<file path="config.mk">
export PLATFORM = sky130hd
export DESIGN_NAME = hub_scan_driver
export DESIGN_NICKNAME = d
export VERILOG_FILES = /design/src/rtl/hub_scan_driver_pkg.sv /design/src/rtl/hub_scan_driver_oe_timer.sv /design/src/rtl/hub_scan_driver.sv
export SDC_FILE = /design/constraint.sdc
export NUM_CORES = 1
export LEC_CHECK = 0
export BUFFER_PORTS_ARGS = -buffer_cell sky130_fd_sc_hd__buf_4
export CORE_MARGIN = 5
export CORE_UTILIZATION = 59
export CTS_CLUSTER_DIAMETER = 30
export CTS_CLUSTER_SIZE = 12
export DETAILED_ROUTE_END_ITERATION = 12
export PLACE_DENSITY = 0.85
export SLEW_MARGIN = 5
export SYNTH_ARGS = -nofsm -noshare
export SYNTH_HDL_FRONTEND = slang
export SYNTH_SLANG_ARGS = --single-unit
</file>
<file path="constraint.sdc">
create_clock -name MCLK_IN -period 7.7 [get_ports MCLK_IN]
set_input_delay 0 -clock MCLK_IN [delete_from_list [all_inputs] [get_ports MCLK_IN]]
set_output_delay 0 -clock MCLK_IN [all_outputs]
set_load 0.05 [all_outputs]
</file>
<file path="src/rtl/hub_scan_driver_pkg.sv">
// Shared constants and types for the HUB75 scan driver and the frame-buffer writer.
// Frame-buffer words carry three hubs of {B,G,R} triplets; the helpers regroup them per colour.
package hub_scan_driver_pkg;

    localparam int COLS       = 120;
    localparam int SCAN_ROWS  = 30;
    localparam int PLANES     = 8;
    localparam int BASE_TICKS = 16;

    localparam int COL_W      = 7;
    localparam int ROW_W      = 5;
    localparam int PLANE_W    = 3;
    localparam int FB_ADDR_W  = PLANE_W + ROW_W + COL_W;
    localparam int FB_DATA_W  = 27;
    localparam int TICK_W     = 16;

    typedef enum logic [2:0] {
        ST_IDLE     = 3'd0,
        ST_PREFETCH = 3'd1,
        ST_SHIFT    = 3'd2,
        ST_LATCH    = 3'd3,
        ST_DISPLAY  = 3'd4,
        ST_ADVANCE  = 3'd5
    } scan_state_e;

    function automatic logic [8:0] hub_red(input logic [FB_DATA_W-1:0] d);
        return {d[20:18], d[11:9], d[2:0]};
    endfunction

    function automatic logic [8:0] hub_green(input logic [FB_DATA_W-1:0] d);
        return {d[23:21], d[14:12], d[5:3]};
    endfunction

    function automatic logic [8:0] hub_blue(input logic [FB_DATA_W-1:0] d);
        return {d[26:24], d[17:15], d[8:6]};
    endfunction

endpackage

</file>
<file path="src/rtl/hub_scan_driver_oe_timer.sv">
// Output-enable timer: one settle cycle after load, then BASE<<plane active cycles.
// last marks the final active cycle so the scan FSM can leave DISPLAY on time.
module hub_scan_driver_oe_timer
    import hub_scan_driver_pkg::*;
#(
    parameter int BASE = BASE_TICKS
) (
    input  logic               clk,
    input  logic               rst,
    input  logic               load,
    input  logic [PLANE_W-1:0] plane,
    output logic               oe_low,
    output logic               last
);

    logic [TICK_W-1:0] cnt_q, cnt_d;
    logic              settle_q, settle_d;

    // next count: load, hold through the settle cycle, then count down to zero
    always_comb begin
        cnt_d    = cnt_q;
        settle_d = settle_q;
        if (load) begin
            cnt_d    = TICK_W'(BASE) << plane;
            settle_d = 1'b1;
        end else if (settle_q) begin
            settle_d = 1'b0;
        end else if (cnt_q != {TICK_W{1'b0}}) begin
            cnt_d = cnt_q - TICK_W'(1);
        end else begin
            cnt_d = cnt_q;
        end
    end

    // timer state registers
    always_ff @(posedge clk or posedge rst) begin
        if (rst) begin
            cnt_q    <= {TICK_W{1'b0}};
            settle_q <= 1'b0;
        end else begin
            cnt_q    <= cnt_d;
            settle_q <= settle_d;
        end
    end

    assign oe_low = !settle_q && (cnt_q != {TICK_W{1'b0}});
    assign last   = !settle_q && (cnt_q == TICK_W'(1));

endmodule

</file>
<file path="src/rtl/hub_scan_driver.sv">
// HUB75 scan driver: reads bit-planes from the frame buffer, shifts them to three panel chains,
// latches, and shows each plane for a binary-weighted OE-low time before moving to the next row.
module hub_scan_driver
    import hub_scan_driver_pkg::*;
#(
    parameter int NUM_COLS   = COLS,
    parameter int NUM_ROWS   = SCAN_ROWS,
    parameter int NUM_PLANES = PLANES,
    parameter int NUM_BASE   = BASE_TICKS
) (
    input  logic                 MCLK_IN,
    input  logic                 RESET,
    input  logic                 ENABLE,
    input  logic                 LATCH_POS,
    output logic                 FB_RD_EN,
    output logic [FB_ADDR_W-1:0] FB_RD_ADDR,
    input  logic [FB_DATA_W-1:0] FB_RD_DATA,
    output logic [8:0]           HUB_R,
    output logic [8:0]           HUB_G,
    output logic [8:0]           HUB_B,
    output logic [ROW_W-1:0]     HUB_ADDR,
    output logic                 HUB_CLK,
    output logic                 HUB_LATCH,
    output logic                 HUB_OE,
    output logic                 FRAME_DONE
);

    scan_state_e          state_q, state_d;
    logic [COL_W-1:0]     col_q, col_d;
    logic                 phase_q, phase_d;
    logic [PLANE_W-1:0]   plane_q, plane_d;
    logic [ROW_W-1:0]     row_q, row_d;
    logic                 lat_cnt_q, lat_cnt_d;
    logic                 latch_pos_q, latch_pos_d;
    logic                 fb_rd_en_q, fb_rd_en_d;
    logic [FB_ADDR_W-1:0] fb_rd_addr_q, fb_rd_addr_d;
    logic [8:0]           hub_r_q, hub_r_d, hub_g_q, hub_g_d, hub_b_q, hub_b_d;
    logic [ROW_W-1:0]     hub_addr_q, hub_addr_d;
    logic                 hub_clk_q, hub_clk_d;
    logic                 hub_latch_q, hub_latch_d;
    logic                 hub_oe_q, hub_oe_d;
    logic                 frame_done_q, frame_done_d;

    logic col_last_s, plane_last_s, row_last_s;
    logic timer_load_s, oe_low_s, oe_last_s;

    assign col_last_s   = (col_q == COL_W'(NUM_COLS - 1));
    assign plane_last_s = (plane_q == PLANE_W'(NUM_PLANES - 1));
    assign row_last_s   = (row_q == ROW_W'(NUM_ROWS - 1));

    hub_scan_driver_oe_timer #(
        .BASE   (NUM_BASE)
    ) u_oe_timer (
        .clk    (MCLK_IN),
        .rst    (RESET),
        .load   (timer_load_s),
        .plane  (plane_q),
        .oe_low (oe_low_s),
        .last   (oe_last_s)
    );

    // next-state sequencing and next panel outputs
    always_comb begin
        state_d     = state_q;
        col_d       = col_q;
        phase_d     = phase_q;
        plane_d     = plane_q;
        row_d       = row_q;
        lat_cnt_d   = lat_cnt_q;
        latch_pos_d = latch_pos_q;

        case (state_q)
            ST_IDLE: begin
                if (ENABLE) begin
                    state_d     = ST_PREFETCH;
                    latch_pos_d = LATCH_POS;
                end else begin
                    state_d = ST_IDLE;
                end
            end
            ST_PREFETCH: begin
                state_d = ST_SHIFT;
                col_d   = {COL_W{1'b0}};
                phase_d = 1'b0;
            end
            ST_SHIFT: begin
                if (!phase_q) begin
                    phase_d = 1'b1;
                end else begin
                    phase_d = 1'b0;
                    if (col_last_s) begin
                        state_d   = latch_pos_q ? ST_LATCH : ST_DISPLAY;
                        lat_cnt_d = 1'b0;
                    end else begin
                        col_d = col_q + COL_W'(1);
                    end
                end
            end
            ST_LATCH: begin
                if (lat_cnt_q) begin
                    state_d = ST_DISPLAY;
                end else begin
                    lat_cnt_d = 1'b1;
                end
            end
            ST_DISPLAY: begin
                if (oe_last_s) begin
                    if (plane_last_s) begin
                        state_d = ST_ADVANCE;
                    end else begin
                        plane_d = plane_q + PLANE_W'(1);
                        state_d = ST_PREFETCH;
                    end
                end else begin
                    state_d = ST_DISPLAY;
                end
            end
            ST_ADVANCE: begin
                plane_d = {PLANE_W{1'b0}};
                row_d   = row_last_s ? {ROW_W{1'b0}} : row_q + ROW_W'(1);
                state_d = ENABLE ? ST_PREFETCH : ST_IDLE;
            end
            default: begin
                state_d = ST_IDLE;
            end
        endcase

        timer_load_s = (state_d == ST_DISPLAY) && (state_q != ST_DISPLAY);

        // reads run one step ahead so each word arrives for the phase0 capture
        if (state_d == ST_PREFETCH) begin
            fb_rd_en_d   = 1'b1;
            fb_rd_addr_d = {plane_d, row_d, {COL_W{1'b0}}};
        end else if ((state_q == ST_SHIFT) && !phase_q && !col_last_s) begin
            fb_rd_en_d   = 1'b1;
            fb_rd_addr_d = {plane_q, row_q, col_q + COL_W'(1)};
        end else begin
            fb_rd_en_d   = 1'b0;
            fb_rd_addr_d = fb_rd_addr_q;
        end

        if ((state_q == ST_SHIFT) && !phase_q) begin
            hub_r_d = hub_red(FB_RD_DATA);
            hub_g_d = hub_green(FB_RD_DATA);
            hub_b_d = hub_blue(FB_RD_DATA);
        end else begin
            hub_r_d = hub_r_q;
            hub_g_d = hub_g_q;
            hub_b_d = hub_b_q;
        end

        hub_clk_d    = (state_q == ST_SHIFT) && phase_q;
        hub_latch_d  = (state_q == ST_LATCH) ||
                       ((state_q == ST_SHIFT) && col_last_s && !latch_pos_q);
        hub_oe_d     = !((state_q == ST_DISPLAY) && oe_low_s);
        hub_addr_d   = row_d;
        frame_done_d = (state_q == ST_ADVANCE) && row_last_s;
    end

    // all state and panel outputs; outputs trail the FSM by one cycle so they move together
    always_ff @(posedge MCLK_IN or posedge RESET) begin
        if (RESET) begin
            state_q      <= ST_IDLE;
            col_q        <= {COL_W{1'b0}};
            phase_q      <= 1'b0;
            plane_q      <= {PLANE_W{1'b0}};
            row_q        <= {ROW_W{1'b0}};
            lat_cnt_q    <= 1'b0;
            latch_pos_q  <= 1'b0;
            fb_rd_en_q   <= 1'b0;
            fb_rd_addr_q <= {FB_ADDR_W{1'b0}};
            hub_r_q      <= 9'd0;
            hub_g_q      <= 9'd0;
            hub_b_q      <= 9'd0;
            hub_addr_q   <= {ROW_W{1'b0}};
            hub_clk_q    <= 1'b0;
            hub_latch_q  <= 1'b0;
            hub_oe_q     <= 1'b1;
            frame_done_q <= 1'b0;
        end else begin
            state_q      <= state_d;
            col_q        <= col_d;
            phase_q      <= phase_d;
            plane_q      <= plane_d;
            row_q        <= row_d;
            lat_cnt_q    <= lat_cnt_d;
            latch_pos_q  <= latch_pos_d;
            fb_rd_en_q   <= fb_rd_en_d;
            fb_rd_addr_q <= fb_rd_addr_d;
            hub_r_q      <= hub_r_d;
            hub_g_q      <= hub_g_d;
            hub_b_q      <= hub_b_d;
            hub_addr_q   <= hub_addr_d;
            hub_clk_q    <= hub_clk_d;
            hub_latch_q  <= hub_latch_d;
            hub_oe_q     <= hub_oe_d;
            frame_done_q <= frame_done_d;
        end
    end

    assign FB_RD_EN   = fb_rd_en_q;
    assign FB_RD_ADDR = fb_rd_addr_q;
    assign HUB_R      = hub_r_q;
    assign HUB_G      = hub_g_q;
    assign HUB_B      = hub_b_q;
    assign HUB_ADDR   = hub_addr_q;
    assign HUB_CLK    = hub_clk_q;
    assign HUB_LATCH  = hub_latch_q;
    assign HUB_OE     = hub_oe_q;
    assign FRAME_DONE = frame_done_q;

endmodule

</file>
; After elaboration in Yosys (flattened, before gate mapping)
; Index checks and enable logic that the tools add are counted.
[classes]
add_sub_neg = 4
n_eq_ne = 16
shift = 1
muxes = 29
n_reduce_logical = 27
[ops]
columns = op, count
row1 = $mux W16, 3
row2 = $mux W15, 2
row3 = $mux W3, 8
row4 = $eq A16 B1 Y1 const B, 1
row5 = $reduce_bool A16 Y1, 1
row6 = $shl A5 B3 Y16 const A, 1
row7 = $sub A16 B1 Y16 const B, 1
row8 = $pmux W3 S5, 1
row9 = $mux W7, 2
row10 = $pmux W7 S2, 1
row11 = $eq A3 B3 Y1 const B, 4
row12 = $logic_and A1 B1 Y1, 10
row13 = $mux W5, 2
row14 = $ne A2 B2 Y1 const B, 4
row15 = $reduce_bool A2 Y1, 4
row16 = $add A7 B1 Y7 const B, 1
row17 = $eq A7 B7 Y1 const B, 1
row18 = $mux W1, 7
row19 = $eq A3 B1 Y1 const B, 2
row20 = $eq A3 B2 Y1 const B, 2
row21 = $pmux W3 S2, 1
row22 = $reduce_and A3 Y1, 2
row23 = $add A5 B1 Y5 const B, 1
row24 = $eq A5 B5 Y1 const B, 1
row25 = 8 further kinds, 14
[word_totals]
regBits = 85
in_bits = 31
out_inout_bits = 52

; Logic depth before layout (Yosys ltp)
[logic_depth]
word_depth = 8
mapped_depth = 8
mapped_depth_nobuf = 7

; Cells and area by module
; Synthesis repeated with hierarchy kept, for this count alone.
[hier_totals]
cells_unflattened = 370
hier_area_um2 = 4180.3
[modules_own_cells]
columns = mod, instances, cells_each, area_per_inst_um2
row1 = hub_scan_driver, 1, 258, 3153.0
row2 = hub_scan_driver_oe_timer, 1, 112, 1027.2

; Least setup slack after synthesis
; Ideal clock, no wire load.
[synth_timing]
kind = register to register
start = register u_oe_timer.cnt_q[9]
end = register fb_rd_addr_q[10] (netlist: FB_RD_ADDR[10])
setup_time_ns = 0.126
t_arrival_ns = 2.294
slack_ns = 5.280
path_stages_with_launch = 6
synth_period_minus_slack_ns = 2.420
path_cell_list = dfrtp_1 or4_4 or4_4 o21a_4 o311a_1 a221o_1
[synth_between]
elab_chain_len = 6
word_cells_on_any_way = 7
[synth_rtl]
columns = element, line
row1 = "start, declared", hub_scan_driver_oe_timer.sv:16  ; logic [TICK_W-1:0] cnt_q, cnt_d;
row2 = "start signal, assigned", hub_scan_driver_oe_timer.sv:38  ; cnt_q <= {TICK_W{1'b0}};
row3 = "start signal, assigned", hub_scan_driver_oe_timer.sv:41  ; cnt_q <= cnt_d;
row4 = $eq A16 B1 Y1 (*), hub_scan_driver_oe_timer.sv:47  ; assign last = !settle_q && (cnt_q == TICK_W'(1));
row5 = $logic_and A1 B1 Y1 (*), hub_scan_driver_oe_timer.sv:47
row6 = $mux W3 (*), hub_scan_driver.sv:107  ; if (oe_last_s) begin
row7 = $pmux W3 S5 (*), hub_scan_driver.sv:72  ; case (state_q)
row8 = $eq A3 B1 Y1 (*), hub_scan_driver.sv:131  ; if (state_d == ST_PREFETCH) begin
row9 = $mux W15 or $reduce_bool A2 Y1 (tied branches), --
row10 = "end signal, assigned", hub_scan_driver.sv:171  ; fb_rd_addr_q <= {FB_ADDR_W{1'b0}};
row11 = "end signal, assigned", hub_scan_driver.sv:189  ; fb_rd_addr_q <= fb_rd_addr_d;
row12 = "end, declared", hub_scan_driver.sv:36  ; logic [FB_ADDR_W-1:0] fb_rd_addr_q, fb_rd_addr_d;
; Every way passes the cells marked *; elsewhere a longest branch is shown, timed or not.
; A chain may end at the register's enable or synchronous reset.

; Worst setup path in the final report
[layout_timing]
start = register col_q[0]
end = register fb_rd_addr_q[12] (netlist: FB_RD_ADDR[12])
[layout_between]
elab_chain_len = 6
word_cells_on_any_way = 9
[layout_rtl]
columns = element, line
row1 = "start, declared", hub_scan_driver.sv:29  ; logic [COL_W-1:0] col_q, col_d;
row2 = "start signal, assigned", hub_scan_driver.sv:164  ; col_q <= {COL_W{1'b0}};
row3 = "start signal, assigned", hub_scan_driver.sv:182  ; col_q <= col_d;
row4 = $eq A7 B7 Y1 (*), hub_scan_driver.sv:47  ; assign col_last_s = (col_q == COL_W'(NUM_COLS - 1));
row5 = $mux W3, hub_scan_driver.sv:91  ; if (col_last_s) begin
row6 = $mux W3, hub_scan_driver.sv:87  ; if (!phase_q) begin
row7 = $pmux W3 S5, hub_scan_driver.sv:72
row8 = $eq A3 B1 Y1, hub_scan_driver.sv:131
row9 = $mux W15 or $reduce_bool A2 Y1 (tied branches), --
; Marks and branches as above.

==> impl_results.html <==
<table>
<tr><th>Metric</th><th>Value</th></tr>
<tr><th colspan="2">Critical path</th></tr>
<tr><td>Cell depth of the worst setup path</td><td>6</td></tr>
<tr><td>Req. time, crit path</td><td>7.95 ns</td></tr>
<tr><td>Crit path DAT</td><td>2.90 ns</td></tr>
<tr><td>Setup crit end kind</td><td>flip-flop</td></tr>
<tr><td>Worst path buffer plus inverter count</td><td>0</td></tr>
<tr><td>Ordered cell list for the critical path</td><td>ha_1 &gt; nand4_1 &gt; a2111oi_0 &gt; o32ai_2 &gt; o311a_1 &gt; a221o_1</td></tr>
<tr><td>Crit-path leading delay family</td><td>compound AO/OA/AOI/OAI gates</td></tr>
<tr><td>Cell with the largest stage delay on the worst path</td><td>a2111oi_0</td></tr>
<tr><td>Crit path launch type</td><td>flip-flop</td></tr>
<tr><td>Path type of the worst setup path</td><td>flip-flop to flip-flop</td></tr>
<tr><td>Stage delay of the slowest cell on the critical path</td><td>0.65 ns</td></tr>
<tr><td>Critical-path maximum fanout</td><td>7</td></tr>
<tr><td>R2r worst-path depth</td><td>6</td></tr>
<tr><th colspan="2">Layout</th></tr>
<tr><td>Total of fill cells in the finished design</td><td>429</td></tr>
<tr><td>Area taken by multi-input logic gates</td><td>1880 sq um</td></tr>
<tr><td>Non-filler instance count after layout</td><td>580</td></tr>
<tr><td>Antenna Diode Count</td><td>0</td></tr>
<tr><td>Proportion of layout cells with a drive suffix above 1</td><td>0.310</td></tr>
<tr><td>Layout Area Growth over Synthesis</td><td>28.2%</td></tr>
<tr><td>Sequential cell area</td><td>around 2100 sq um</td></tr>
<tr><td>Core Util, Final</td><td>0.779</td></tr>
<tr><td>Total number of nets in the final design</td><td>520</td></tr>
<tr><td>Fin area</td><td>between 5000 and 6000 sq um</td></tr>
<tr><th colspan="2">Place</th></tr>
<tr><td>Post-place setup slack</td><td>5.09 ns</td></tr>
<tr><td>Post-detail-place hpwl</td><td>slightly above 6000 um</td></tr>
<tr><td>Placer Congestion</td><td>0.839</td></tr>
<tr><td>Area of placed instances</td><td>4840 sq um</td></tr>
<tr><td>Number of port buffers</td><td>82</td></tr>
<tr><td>Cell count after placement</td><td>between 500 and 600</td></tr>
<tr><th colspan="2">Synth</th></tr>
<tr><td>Fraction of the yosys area taken by sequential cells</td><td>0.513</td></tr>
<tr><td>Top cells by area in the synthesized netlist</td><td>dfrtp_1, mux2_2, ha_1</td></tr>
<tr><td>Most common cell in the netlist</td><td>dfrtp_1</td></tr>
<tr><td>Yosys warns</td><td>0</td></tr>
<tr><td>Most frequently used flop master after synthesis</td><td>dfrtp_1</td></tr>
<tr><td>Post-synth EDFFs</td><td>0</td></tr>
<tr><td>Largest area contributor in the synthesized netlist</td><td>dfrtp_1</td></tr>
<tr><td>Post-synth top cells</td><td>dfrtp_1, nor2_1, mux2_2</td></tr>
<tr><td>Post-Syn Instances</td><td>373</td></tr>
<tr><td>Total of flip-flops plus latches after synthesis</td><td>85</td></tr>
<tr><td>Average cell area after synthesis</td><td>11.1 sq um</td></tr>
<tr><td>Share of flip-flops with an asynchronous set or reset after synthesis</td><td>1.00</td></tr>
<tr><td>Synthesized netlist net count</td><td>414</td></tr>
<tr><td>Yosys top cell area share</td><td>0.506</td></tr>
<tr><td>Area of the mapped netlist</td><td>4150 sq um</td></tr>
<tr><td>Distinct cell type count of the synthesized netlist</td><td>61</td></tr>
<tr><th colspan="2">Drt</th></tr>
<tr><td>Number of antenna-violating nets in the routed design</td><td>0</td></tr>
<tr><td>Average routed wire per standard cell</td><td>17.0 um</td></tr>
<tr><td>Total vias in the final route</td><td>3270</td></tr>
<tr><td>Vias per std cell</td><td>roughly 5.6</td></tr>
<tr><td>Remaining design rule violation count</td><td>0</td></tr>
<tr><td>Detailed-router iteration count before antenna repair</td><td>4</td></tr>
<tr><td>Drt initial violations</td><td>267</td></tr>
<tr><td>Detailed-route wire length</td><td>between 9000 and 10000 um</td></tr>
<tr><th colspan="2">Floorplan</th></tr>
<tr><td>Initial core utilization</td><td>0.608</td></tr>
<tr><td>Core region area</td><td>6830 sq um</td></tr>
<tr><td>Area of the die</td><td>8820 sq um</td></tr>
<tr><td>Die Height</td><td>between 90 and 100 um</td></tr>
<tr><td>Core Rows</td><td>30</td></tr>
<tr><td>Horiz. Die Dim</td><td>93.9 um</td></tr>
<tr><td>Number of top-level pins</td><td>83</td></tr>
<tr><th colspan="2">Clocking</th></tr>
<tr><td>Clock tree from TritonCTS</td><td>done</td></tr>
<tr><td>Clock tree root buffer cell</td><td>clkbuf_8</td></tr>
<tr><td>Sinks on Clock Net</td><td>between 80 and 90</td></tr>
<tr><td>Number of levels the H-tree was split into</td><td>3</td></tr>
<tr><td>Post-CTS clock slew at the launch and capture registers of the worst setup and hold paths</td><td>0.10 ns</td></tr>
<tr><td>Number of buffers added by the clock tree synthesis step</td><td>9</td></tr>
<tr><td>Worst-skew pair later-pin latency</td><td>0.37 ns</td></tr>
<tr><td>Maximum clock path buffer count</td><td>2</td></tr>
<tr><th colspan="2">Timing</th></tr>
<tr><td>Minimum clock period after layout</td><td>2.65 ns</td></tr>
<tr><td>Worst path setup slack after routing</td><td>about 5.1 ns</td></tr>
<tr><td>Transition time at the pin with the least slew margin</td><td>1.05 ns</td></tr>
<tr><td>Number of slew-limit violations in the final report</td><td>0</td></tr>
<tr><td>Achievable Freq</td><td>around 380 MHz</td></tr>
<tr><td>Sum of negative setup slack</td><td>0 ns</td></tr>
<tr><td>Hold violation total from the final report</td><td>19</td></tr>
<tr><td>Final count of negative-setup-slack endpoints</td><td>0</td></tr>
<tr><td>Fin Clk Skew</td><td>0.0181 ns</td></tr>
<tr><td>Worst relative slew slack</td><td>0.299</td></tr>
<tr><td>Period utilization</td><td>0.344</td></tr>
<tr><td>RSZ-0062 raised after global routing</td><td>no</td></tr>
<tr><td>Worst hold slack after final layout</td><td>-0.0281 ns</td></tr>
<tr><th colspan="2">Run status</th></tr>
<tr><td>Status</td><td>finished with violations</td></tr>
<tr><td>Failing checks</td><td>negative hold slack</td></tr>
<tr><th colspan="2">Power</th></tr>
<tr><td>Proportion of power drawn by combinational gates</td><td>0.534</td></tr>
<tr><td>Power per standard cell area</td><td>between 400 and 500 nW/um^2</td></tr>
<tr><td>Clock share of power</td><td>0.135</td></tr>
<tr><td>P_sw</td><td>around 1.1 mW</td></tr>
<tr><td>Leak Pwr</td><td>2.37 nW</td></tr>
<tr><td>Sequential share of power</td><td>0.331</td></tr>
<tr><td>Internal power component</td><td>1.20 mW</td></tr>
<tr><td>Switching share of power</td><td>0.488</td></tr>
<tr><td>Tot Pwr</td><td>2.35 mW</td></tr>
<tr><td>Worst-case vdd ir drop</td><td>0.000376 V</td></tr>
<tr><th colspan="2">Worst hold path</th></tr>
<tr><td>Path category of the worst min-delay check</td><td>input port to async pin</td></tr>
<tr><th colspan="2">Global route</th></tr>
<tr><td>Sum of overflow across all layers after global routing</td><td>0</td></tr>
<tr><td>Global-route wire length before repair</td><td>around 16000 um</td></tr>
<tr><td>Number of global-route vias before repair</td><td>3318</td></tr>
<tr><td>Number of antenna violations at the first check in global routing</td><td>0</td></tr>
<tr><td>GRT Util Overall</td><td>0.238</td></tr>
<tr><td>Largest net degree at the start of global routing</td><td>86</td></tr>
<tr><th colspan="2">Flow run</th></tr>
<tr><td>Count of max-cap constraint violations</td><td>0</td></tr>
</table>
## per-layer routing
metal	share of wire	track usage	vias up
met5	0	0	-
met4	0.017	0.0638	0
met3	0.052	0.0569	15
met2	0.52	0.410	94
met1	0.41	0.299	1615
li1	-	-	1546
## worst reg2reg max path, cell delays in order (launching register included)
cell	delay, ns
dfrtp_1	0.42
ha_1	0.24
nand4_1	0.26
a2111oi_0	0.65
o32ai_2	0.33
o311a_1	0.37
a221o_1	0.27
## cells by family (layout without fill, tap and decap cells)
logic type | after synthesis | in the layout | share of synthesized area
AOI/OAI and AO/OA | 68 | 68 | 0.133
muxes | 30 | 30 | 0.0804
buffers and inverters | 38 | 149 | 0.0359
DFF | 85 | 85 | 0.513
and+or+nand+nor | 124 | 124 | 0.170
xor gates and xnor gates | 18 | 18 | 0.0380
adders and majority gates | 10 | 10 | 0.0301
## power groups by stage
| stage | Clock, mW | Combinational [mW] | Sequential, mW |
|---|---|---|---|
| 2_1_floorplan | 0 | 0.576 | 1.10 |
| 5_1_grt | 0.338 | 1.35 | 0.804 |
| 6_report | 0.317 | 1.25 | 0.776 |
| 3_3_place_gp | 0 | 1.20 | 0.760 |
| 4_1_cts | 0.318 | 1.24 | 0.764 |
| 3_5_place_dp | 0 | 1.23 | 0.770 |
## sequential cells by signal, indices dropped and copies added (netlist names)
| name | count |
|---|---|
| state_q | 3 |
| HUB_OE | 1 |
| FB_RD_EN | 1 |
| HUB_G | 9 |
| plane_q | 3 |
| FB_RD_ADDR | 15 |
| u_oe_timer.settle_q | 1 |
| col_q | 7 |
| HUB_B | 9 |
| HUB_LATCH | 1 |
| latch_pos_q | 1 |
| HUB_CLK | 1 |
| HUB_ADDR | 5 |
| phase_q | 1 |
| u_oe_timer.cnt_q | 16 |
| FRAME_DONE | 1 |
| HUB_R | 9 |
| lat_cnt_q | 1 |
## cells in the final DEF, fill, tap and decap left out, drive strengths merged, types with 8 or more instances in the layout
cell type and instances:
inv 23, nand2 26, xor2 10, xnor2 8, nor2 28, clkbuf 9
mux2 27, a211oi 9, o21ai 16, buf 85, dfrtp 84, dlygate4sd3 28
ha 10, nand3 9
## final cells by class
cell class / instances / share of cell area
Tap cell: 96 / 0.0226
Clock buffer: 9 / 0.0233
Sequential cell: 85 / 0.400
Inverter: 20 / 0.0143
Timing Repair Buffer: 113 / 0.172
Clock inverter: 7 / 0.0143
Multi-Input combinational cell: 250 / 0.353
## final timing paths
| path | from | to | slack, ns |
|---|---|---|---|
| min | RESET | HUB_B[8]$_DFFE_PP0P_ | -0.03 |
| min in group MCLK_IN | ENABLE | latch_pos_q$_DFFE_PP0P_ | 0.06 |
| min reg2reg | HUB_R[3]$_DFFE_PP0P_ | HUB_R[3]$_DFFE_PP0P_ | 0.52 |
| max in group asynchronous | RESET | HUB_G[0]$_DFFE_PP0P_ | 7.05 |
| max | col_q[0]$_DFFE_PP0P_ | FB_RD_ADDR[12]$_DFFE_PP0P_ | 5.05 |
| max reg2reg | col_q[0]$_DFFE_PP0P_ | FB_RD_ADDR[12]$_DFFE_PP0P_ | 5.05 |
## repair_timing
item                                   CTS  global route
hold buffers                            28             0
endpoints found under the hold margin   28             0
buffers inserted                         0             0
gates resized for setup                  0             0
No activity file was read; power rests on OpenSTA's default activity.
